--- src/rtl/alu_sequencer_pkg.sv ---
// alu_sequencer_pkg: shared opcodes, ALU op codes, FSM states and reset constants
package alu_sequencer_pkg;
    localparam logic [3:0] OPC_ADD = 4'b0001;
    localparam logic [3:0] OPC_AND = 4'b0101;
    localparam logic [3:0] OPC_XOR = 4'b1001;
    localparam logic [3:0] OPC_SHF = 4'b1101;
    localparam logic [2:0] NZP_RST = 3'b010;
    typedef enum logic [2:0] {
        ALU_ADD, ALU_AND, ALU_NOT, ALU_XOR, ALU_LSHF, ALU_RSHFL, ALU_RSHFA, ALU_ZERO
    } alu_op_e;
    typedef enum logic [1:0] {S_IDLE, S_EXEC, S_WB} state_e;
endpackage

--- src/rtl/alu_sequencer_if.sv ---
// alu_sequencer_if: instruction handshake, register file and ALU connections
interface alu_sequencer_if;
    logic                       instr_valid;
    logic                       instr_ready;
    logic [15:0]                instr;
    logic [2:0]                 rf_raddr1;
    logic [2:0]                 rf_raddr2;
    logic [15:0]                rf_rdata1;
    logic [15:0]                rf_rdata2;
    logic                       rf_we;
    logic [2:0]                 rf_waddr;
    logic [15:0]                rf_wdata;
    logic [15:0]                alu_in1;
    logic [15:0]                alu_in2;
    alu_sequencer_pkg::alu_op_e alu_op;
    logic [3:0]                 alu_shift;
    logic [15:0]                alu_out;
    logic                       alu_zero;
    logic                       alu_positive;
    logic                       alu_negative;
    logic [2:0]                 nzp;
    logic                       done;
    logic                       illegal;
    modport master (
        input  instr_valid, instr, rf_rdata1, rf_rdata2, alu_out, alu_zero, alu_positive, alu_negative,
        output instr_ready, rf_raddr1, rf_raddr2, rf_we, rf_waddr, rf_wdata,
               alu_in1, alu_in2, alu_op, alu_shift, nzp, done, illegal
    );
    modport slave (
        output instr_valid, instr, rf_rdata1, rf_rdata2, alu_out, alu_zero, alu_positive, alu_negative,
        input  instr_ready, rf_raddr1, rf_raddr2, rf_we, rf_waddr, rf_wdata,
               alu_in1, alu_in2, alu_op, alu_shift, nzp, done, illegal
    );
endinterface

--- src/rtl/alu_decode.sv ---
// alu_decode: combinational decode of an LC-3b operate instruction into ALU controls
module alu_decode
    import alu_sequencer_pkg::*;
(
    input  logic [15:0] instr_i,
    output alu_op_e     alu_op_o,
    output logic [3:0]  alu_shift_o,
    output logic        imm_sel_o,
    output logic [15:0] imm16_o,
    output logic [2:0]  sr1_o,
    output logic [2:0]  sr2_o,
    output logic [2:0]  dr_o,
    output logic        illegal_o
);
    logic [3:0] opc;
    logic [1:0] sh;
    logic       is_shf;
    assign opc         = instr_i[15:12];
    assign sh          = instr_i[5:4];
    assign is_shf      = opc == OPC_SHF;
    assign dr_o        = instr_i[11:9];
    assign sr1_o       = instr_i[8:6];
    assign sr2_o       = instr_i[2:0];
    // SHF has no second operand; forcing the immediate path keeps alu_in2 at zero
    assign imm_sel_o   = is_shf | instr_i[5];
    assign imm16_o     = is_shf ? '0 : {{11{instr_i[4]}}, instr_i[4:0]};
    assign alu_shift_o = is_shf ? instr_i[3:0] : '0;
    assign illegal_o   = !(opc inside {OPC_ADD, OPC_AND, OPC_XOR, OPC_SHF}) || (is_shf && sh == 2'b10);
    always_comb
        alu_op_o = illegal_o          ? ALU_ZERO :
                   opc == OPC_ADD     ? ALU_ADD  :
                   opc == OPC_AND     ? ALU_AND  :
                   opc == OPC_XOR     ? ((instr_i[5] && &instr_i[4:0]) ? ALU_NOT : ALU_XOR) :
                   sh == 2'b00        ? ALU_LSHF :
                   sh == 2'b01        ? ALU_RSHFL : ALU_RSHFA;
endmodule

--- src/rtl/alu_sequencer.sv ---
// alu_sequencer: IDLE/EXEC/WB issue and writeback controller around the LC-3b ALU
module alu_sequencer
    import alu_sequencer_pkg::*;
(
    input  logic             clk,
    input  logic             rst_n,
    alu_sequencer_if.master  bus
);
    state_e      state_q, state_d;
    logic [15:0] instr_q, instr_d;
    logic [15:0] result_q, result_d;
    logic [2:0]  flag_q, flag_d;
    logic [2:0]  nzp_q, nzp_d;
    logic        wb_q, wb_d;
    logic        illegal_q, illegal_d;
    alu_op_e     dec_op;
    logic [3:0]  dec_shift;
    logic        dec_imm_sel;
    logic [15:0] dec_imm;
    logic [2:0]  dec_sr1, dec_sr2, dec_dr;
    logic        dec_ill;
    logic        exec;
    alu_decode u_dec (
        .instr_i     (instr_q),
        .alu_op_o    (dec_op),
        .alu_shift_o (dec_shift),
        .imm_sel_o   (dec_imm_sel),
        .imm16_o     (dec_imm),
        .sr1_o       (dec_sr1),
        .sr2_o       (dec_sr2),
        .dr_o        (dec_dr),
        .illegal_o   (dec_ill)
    );
    assign exec            = state_q == S_EXEC;
    assign bus.instr_ready = rst_n && state_q == S_IDLE;
    assign bus.rf_raddr1   = dec_sr1;
    assign bus.rf_raddr2   = dec_sr2;
    assign bus.alu_op      = exec ? dec_op : ALU_ZERO;
    assign bus.alu_in1     = exec ? bus.rf_rdata1 : '0;
    assign bus.alu_in2     = exec ? (dec_imm_sel ? dec_imm : bus.rf_rdata2) : '0;
    assign bus.alu_shift   = exec ? dec_shift : '0;
    assign bus.rf_we       = wb_q;
    assign bus.done        = wb_q;
    assign bus.rf_waddr    = dec_dr;
    assign bus.rf_wdata    = result_q;
    assign bus.nzp         = nzp_q;
    assign bus.illegal     = illegal_q;
    always_comb begin
        state_d   = state_q;
        instr_d   = instr_q;
        result_d  = result_q;
        flag_d    = flag_q;
        nzp_d     = nzp_q;
        wb_d      = 1'b0;
        illegal_d = 1'b0;
        case (state_q)
            S_IDLE: if (bus.instr_valid) begin
                instr_d = bus.instr;
                state_d = S_EXEC;
            end
            S_EXEC: if (dec_ill) begin
                illegal_d = 1'b1;
                state_d   = S_IDLE;
            end else begin
                result_d = bus.alu_out;
                flag_d   = {bus.alu_negative, bus.alu_zero, bus.alu_positive & ~bus.alu_zero};
                wb_d     = 1'b1;
                state_d  = S_WB;
            end
            S_WB: begin
                nzp_d   = flag_q;
                state_d = S_IDLE;
            end
            default: state_d = S_IDLE;
        endcase
    end
    always_ff @(posedge clk or negedge rst_n) begin
        if (!rst_n) begin
            state_q   <= S_IDLE;
            instr_q   <= '0;
            result_q  <= '0;
            flag_q    <= NZP_RST;
            nzp_q     <= NZP_RST;
            wb_q      <= 1'b0;
            illegal_q <= 1'b0;
        end else begin
            state_q   <= state_d;
            instr_q   <= instr_d;
            result_q  <= result_d;
            flag_q    <= flag_d;
            nzp_q     <= nzp_d;
            wb_q      <= wb_d;
            illegal_q <= illegal_d;
        end
    end
endmodule
--- src/flat_wrapper.sv ---
// flat-port wrapper written by rule: the top's interface ports become plain ports
module alu_sequencer_flat import alu_sequencer_pkg::*;
  (clk, rst_n, bus_instr_valid, bus_instr, bus_rf_rdata1, bus_rf_rdata2, bus_alu_out, bus_alu_zero, bus_alu_positive, bus_alu_negative, bus_instr_ready, bus_rf_raddr1, bus_rf_raddr2, bus_rf_we, bus_rf_waddr, bus_rf_wdata, bus_alu_in1, bus_alu_in2, bus_alu_op, bus_alu_shift, bus_nzp, bus_done, bus_illegal);
  alu_sequencer_if bus_i ();
  input  logic clk;
  input  logic rst_n;
  input wire logic [$bits(bus_i.instr_valid)-1:0] bus_instr_valid;
  input wire logic [$bits(bus_i.instr)-1:0] bus_instr;
  input wire logic [$bits(bus_i.rf_rdata1)-1:0] bus_rf_rdata1;
  input wire logic [$bits(bus_i.rf_rdata2)-1:0] bus_rf_rdata2;
  input wire logic [$bits(bus_i.alu_out)-1:0] bus_alu_out;
  input wire logic [$bits(bus_i.alu_zero)-1:0] bus_alu_zero;
  input wire logic [$bits(bus_i.alu_positive)-1:0] bus_alu_positive;
  input wire logic [$bits(bus_i.alu_negative)-1:0] bus_alu_negative;
  output wire logic [$bits(bus_i.instr_ready)-1:0] bus_instr_ready;
  output wire logic [$bits(bus_i.rf_raddr1)-1:0] bus_rf_raddr1;
  output wire logic [$bits(bus_i.rf_raddr2)-1:0] bus_rf_raddr2;
  output wire logic [$bits(bus_i.rf_we)-1:0] bus_rf_we;
  output wire logic [$bits(bus_i.rf_waddr)-1:0] bus_rf_waddr;
  output wire logic [$bits(bus_i.rf_wdata)-1:0] bus_rf_wdata;
  output wire logic [$bits(bus_i.alu_in1)-1:0] bus_alu_in1;
  output wire logic [$bits(bus_i.alu_in2)-1:0] bus_alu_in2;
  output wire logic [$bits(bus_i.alu_op)-1:0] bus_alu_op;
  output wire logic [$bits(bus_i.alu_shift)-1:0] bus_alu_shift;
  output wire logic [$bits(bus_i.nzp)-1:0] bus_nzp;
  output wire logic [$bits(bus_i.done)-1:0] bus_done;
  output wire logic [$bits(bus_i.illegal)-1:0] bus_illegal;
  assign bus_i.instr_valid = bus_instr_valid;
  assign bus_i.instr = bus_instr;
  assign bus_i.rf_rdata1 = bus_rf_rdata1;
  assign bus_i.rf_rdata2 = bus_rf_rdata2;
  assign bus_i.alu_out = bus_alu_out;
  assign bus_i.alu_zero = bus_alu_zero;
  assign bus_i.alu_positive = bus_alu_positive;
  assign bus_i.alu_negative = bus_alu_negative;
  assign bus_instr_ready = bus_i.instr_ready;
  assign bus_rf_raddr1 = bus_i.rf_raddr1;
  assign bus_rf_raddr2 = bus_i.rf_raddr2;
  assign bus_rf_we = bus_i.rf_we;
  assign bus_rf_waddr = bus_i.rf_waddr;
  assign bus_rf_wdata = bus_i.rf_wdata;
  assign bus_alu_in1 = bus_i.alu_in1;
  assign bus_alu_in2 = bus_i.alu_in2;
  assign bus_alu_op = bus_i.alu_op;
  assign bus_alu_shift = bus_i.alu_shift;
  assign bus_nzp = bus_i.nzp;
  assign bus_done = bus_i.done;
  assign bus_illegal = bus_i.illegal;
  alu_sequencer u_core (.clk(clk), .rst_n(rst_n), .bus(bus_i));
endmodule
--- config.mk ---
export PLATFORM = sky130hd
export DESIGN_NAME = alu_sequencer_flat
export DESIGN_NICKNAME = d
export VERILOG_FILES = /design/src/rtl/alu_sequencer_pkg.sv /design/src/rtl/alu_sequencer_if.sv /design/src/rtl/alu_decode.sv /design/src/rtl/alu_sequencer.sv /design/src/flat_wrapper.sv
export SDC_FILE = /design/constraint.sdc
export NUM_CORES = 1
export LEC_CHECK = 0
export BUFFER_PORTS_ARGS = -buffer_cell sky130_fd_sc_hd__buf_4
export CAP_MARGIN = 0
export CORE_ASPECT_RATIO = 0.75
export CORE_MARGIN = 2
export CORE_UTILIZATION = 45
export CTS_CLUSTER_SIZE = 28
export DETAILED_ROUTE_END_ITERATION = 12
export GPL_TIMING_DRIVEN = 0
export PLACE_DENSITY = 0.91
export SLEW_MARGIN = 10
export SYNTH_ARGS = -nofsm -noshare
export SYNTH_HDL_FRONTEND = slang
export SYNTH_SLANG_ARGS = --single-unit
--- constraint.sdc ---
create_clock -name clk -period 2.15 [get_ports clk]
set_input_delay 0 -clock clk [delete_from_list [all_inputs] [get_ports clk]]
set_output_delay 0 -clock clk [all_outputs]
set_load 0.02 [all_outputs]
==> impl_metrics.toml <==
[status]
run_status = "completed"

[detailed_routing]
routed_via_count = 1994
antenna_violating_nets_post_route = 0
vias_per_cell = 4.736
first_iter_violations = 50
routed_wire_length_per_instance_um = 15.07
detail_route.first_pass.iterations = 4
route.final.wire_length_um = 6346
drc = 0

[critical_path]
critical_path_required_ns = 2.15
arrival_ns = 1.75
kind_of_cell_adding_the_most_delay_to_the_critical_path = "simple AND/OR/NAND/NOR gates"
worstPathMaxFanout = 10
startpoint_type = "flip-flop"
cell_type_of_the_slowest_stage_on_the_worst_timing_path = "sky130_fd_sc_hd__dfrtp_1"
cp_max_stage_delay_ns = 0.42
crit_chain = "and2b_1 -> and3_4 -> buf_6 -> nand3_1 -> buf_4"
critical_path.n_buffers_inverters = 2
timing.critical_path.to_type = "primary output"
critical_path_class = "reg2out"

[power]
total_switching_power_uw = 1331
p_per_area_mw_per_mm2 = 1004
p_leak_uw = 0.001888
switching_share = 0.3549
p_clk_frac = 0.165
internal-power_uw = 2419
sequentialPowerShare = 0.342
part_of_the_power_in_combinational_logic = 0.493
vdd_ir_drop_max_mv = 0.8954

[worst_hold_path]
timing.hold.worst.class = "in2reg"

[timing]
fin_crit_share = 0.8160
fin_crit_ns = 1.754
fin_skew_ns = 0.006579
slew_headroom = 0.6485
tns_ns = 0
setup_viol = 0
grt_setup_unrepaired = "false"
worst_slack_ns = 0.3957
finalHoldViolCount = 0
timing.fmax_mhz = 570.0
timing_worst_slew_pin_value_ns = 0.5273
finalMaxSlewViolations = 0

[yosys]
netlist_top_cells_area = "sky130_fd_sc_hd__dfrtp_1 (47%), sky130_fd_sc_hd__mux2_4 (13%), sky130_fd_sc_hd__and2_1 (5.8%), sky130_fd_sc_hd__mux2_1 (5.2%), sky130_fd_sc_hd__mux2_2 (4.2%)"
ys_dominant_reg_cell = "sky130_fd_sc_hd__dfrtp_1"
synthMostInstantiatedCell = "sky130_fd_sc_hd__dfrtp_1"
asyncSetResetFlopFracSynth = 1.000
instance_count_of_the_mapped_netlist = 181
synth_nets = 251
synthDominantAreaCellType = "sky130_fd_sc_hd__dfrtp_1"
seq_area_frac_synth = 0.4895
synth_top_cell_area_share = 0.4651
number_of_warnings_reported_in_the_yosys_synthesis_log = 0
synth.ff_latch_count = 42
synth.avg_cell_area_um2 = 11.89
synth.top_cells.by_count = "sky130_fd_sc_hd__dfrtp_1 (40), sky130_fd_sc_hd__and2_1 (20), sky130_fd_sc_hd__mux2_4 (18)"
mappedNetlistArea_mm2 = 0.002152
synth.distinct_cells = 32
edff_count_synth = 0

[floorplanning]
fp.dieW_um = 83.85
initial_standard_cell_utilization_of_the_core = 0.4762
ioPinCount = 141
num_rows = 21
core_area_mm2 = 0.004519
die_height_um = 63.89
dieArea_mm2 = 0.005357

[clocking]
clk_transition_reported_paths_ns = 0.08
tritoncts = "done"
cts_repair_resize_count = 0
clock_h_tree_levels = 2
ctsLongestPathBuffers = 2
cts-buffers-inserted = 5
insertion_delay_ns = 0.30
clock_tree.root_cell = "sky130_fd_sc_hd__clkbuf_8"
cts_sinks = 42
cts_setup_buffers = 0

[place]
post-dp-hpwl_um = 4375
global_placement_routability_congestion = 0.7326
buffer_ports.inserted = 140
dp_worst_setup_slack_ns = 0.5848

[final_layout]
final_layout_size_suffix_gt1_frac = 0.5385
layout-area-overhead-vs-synth_pct = 73.55
diodes = 0
final_net_count = 433

[global_route]
grt_max_degree = 44
grt_pass1_wl_um = 10290
number_of_antenna_violations_at_the_first_check_in_global_routing = 0
global_route.overflow_total = 0
via_count_of_the_first_global_routing_pass = 2093
grt_util_all_layers = 0.2454

[flow_run]
timing.max_cap.violations = 0
-- worst reg2reg max path: stages, from the launching register on --
cell and delay (ns):
sky130_fd_sc_hd__dfrtp_1 0.42, sky130_fd_sc_hd__and2b_1 0.34, sky130_fd_sc_hd__and3_4 0.25, sky130_fd_sc_hd__buf_6 0.18, sky130_fd_sc_hd__mux2_4 0.32
-- flip-flops by register name, indices dropped and copies added (netlist names) --
name	flops
u_core.instr_q	16
u_core.bus.nzp	3
u_core.bus.done	1
u_core.bus.illegal	1
u_core.flag_q	3
u_core.bus.rf_wdata	16
u_core.state_q	2
-- layer usage --
| metal | wire, um | vias to the layer above | part of all wire | global-route usage |
|---|---|---|---|---|
| met3 | 478 | 9 | 0.075 | 0.08915 |
| met5 | 0 | - | 0 | 0 |
| met4 | 79 | 0 | 0.012 | 0.05444 |
| met1 | 2434 | 934 | 0.38 | 0.2781 |
| met2 | 3353 | 86 | 0.53 | 0.4460 |
| li1 | - | 965 | - | - |
-- stage by stage --
| step | std cells | util | area [um2] | total power, uW | hold WS (ns) |
|---|---|---|---|---|---|
| after floorplan | 181 | - | 2152 | 2337 | -0.2956 |
| after global placement | 378 | 0.7245 | 3274 | 3029 | 0.01479 |
| after detailed placement | 378 | 0.7245 | 3274 | 3085 | 0.01925 |
| after CTS | 421 | 0.8264 | 3735 | 3770 | 0.07232 |
| after global routing | 421 | 0.8264 | 3735 | 3954 | 0.06903 |
| final | 421 | 0.8264 | 3735 | 3750 | 0.06688 |
-- timing repair --
action	CTS	global route
hold buffers	35	0
setup endpoints to repair	0	0
hold endpoints to repair	74	0
-- final timing paths --
path                                    from                      to  slack, ns  cells past startpoint
setup reg to reg           u_core.state_q[1]  u_core.bus.rf_wdata[0]       0.53                      4
max in group asynchronous              rst_n        u_core.flag_q[1]       1.56                      2
hold / removal              bus_alu_positive        u_core.flag_q[0]       0.07                      3
min in group asynchronous              rst_n       u_core.instr_q[9]       0.22                      2
setup / recovery           u_core.state_q[1]           bus_alu_op[0]       0.40                      5
hold reg to reg            u_core.instr_q[7]       u_core.instr_q[7]       0.49                      1
-- power groups by stage --
| stage | registers (uW) | logic [uW] | clock network, uW |
|---|---|---|---|
| detailed placement | 1290 | 1790 | 0 |
| finish | 1280 | 1850 | 620 |
| CTS | 1280 | 1860 | 634 |
| floorplan | 1480 | 855 | 0 |
| global placement | 1270 | 1760 | 0 |
| global route | 1330 | 1970 | 662 |
-- layout by cell type, fill, tap and decap left out, types with 2 or more instances in the layout --
master	count
sky130_fd_sc_hd__nand3_1	3
sky130_fd_sc_hd__nand2b_1	2
sky130_fd_sc_hd__buf_6	3
sky130_fd_sc_hd__mux2_2	8
sky130_fd_sc_hd__buf_4	151
sky130_fd_sc_hd__mux2_4	18
sky130_fd_sc_hd__and2b_1	2
sky130_fd_sc_hd__dfstp_2	2
sky130_fd_sc_hd__nor3b_1	2
sky130_fd_sc_hd__nor2_1	4
sky130_fd_sc_hd__mux2i_1	4
sky130_fd_sc_hd__a21oi_1	12
sky130_fd_sc_hd__buf_2	3
sky130_fd_sc_hd__dlygate4sd3_1	35
sky130_fd_sc_hd__clkbuf_1	5
sky130_fd_sc_hd__and2_1	20
sky130_fd_sc_hd__dfrtp_1	40
sky130_fd_sc_hd__mux2_1	10
sky130_fd_sc_hd__o21ai_0	3
sky130_fd_sc_hd__clkbuf_8	5
sky130_fd_sc_hd__nand2_1	17
-- layout make-up --
type | count | area [um2]
repair buffers | 175 | 1401
flip-flops and latches | 42 | 1054
fillers | 283 | 784.5
well taps | 57 | 71.32
multi-input cells | 116 | 944.7
clock inverters | 2 | 37.54
clock buffers | 6 | 72.57
plain buffers | 21 | 146.4
inverters | 2 | 7.507
-- kinds of logic after synthesis --
family                 Yosys count  synth area share
AND/OR/NAND/NOR                 56            0.1465
flip-flops                      42            0.4895
multiplexers                    40            0.2384
buffers and inverters           23           0.07150
AO/OA/AOI/OAI                   19           0.05000
XOR/XNOR                         1          0.004071
Note: power is estimated with default switching activity, not from simulation.
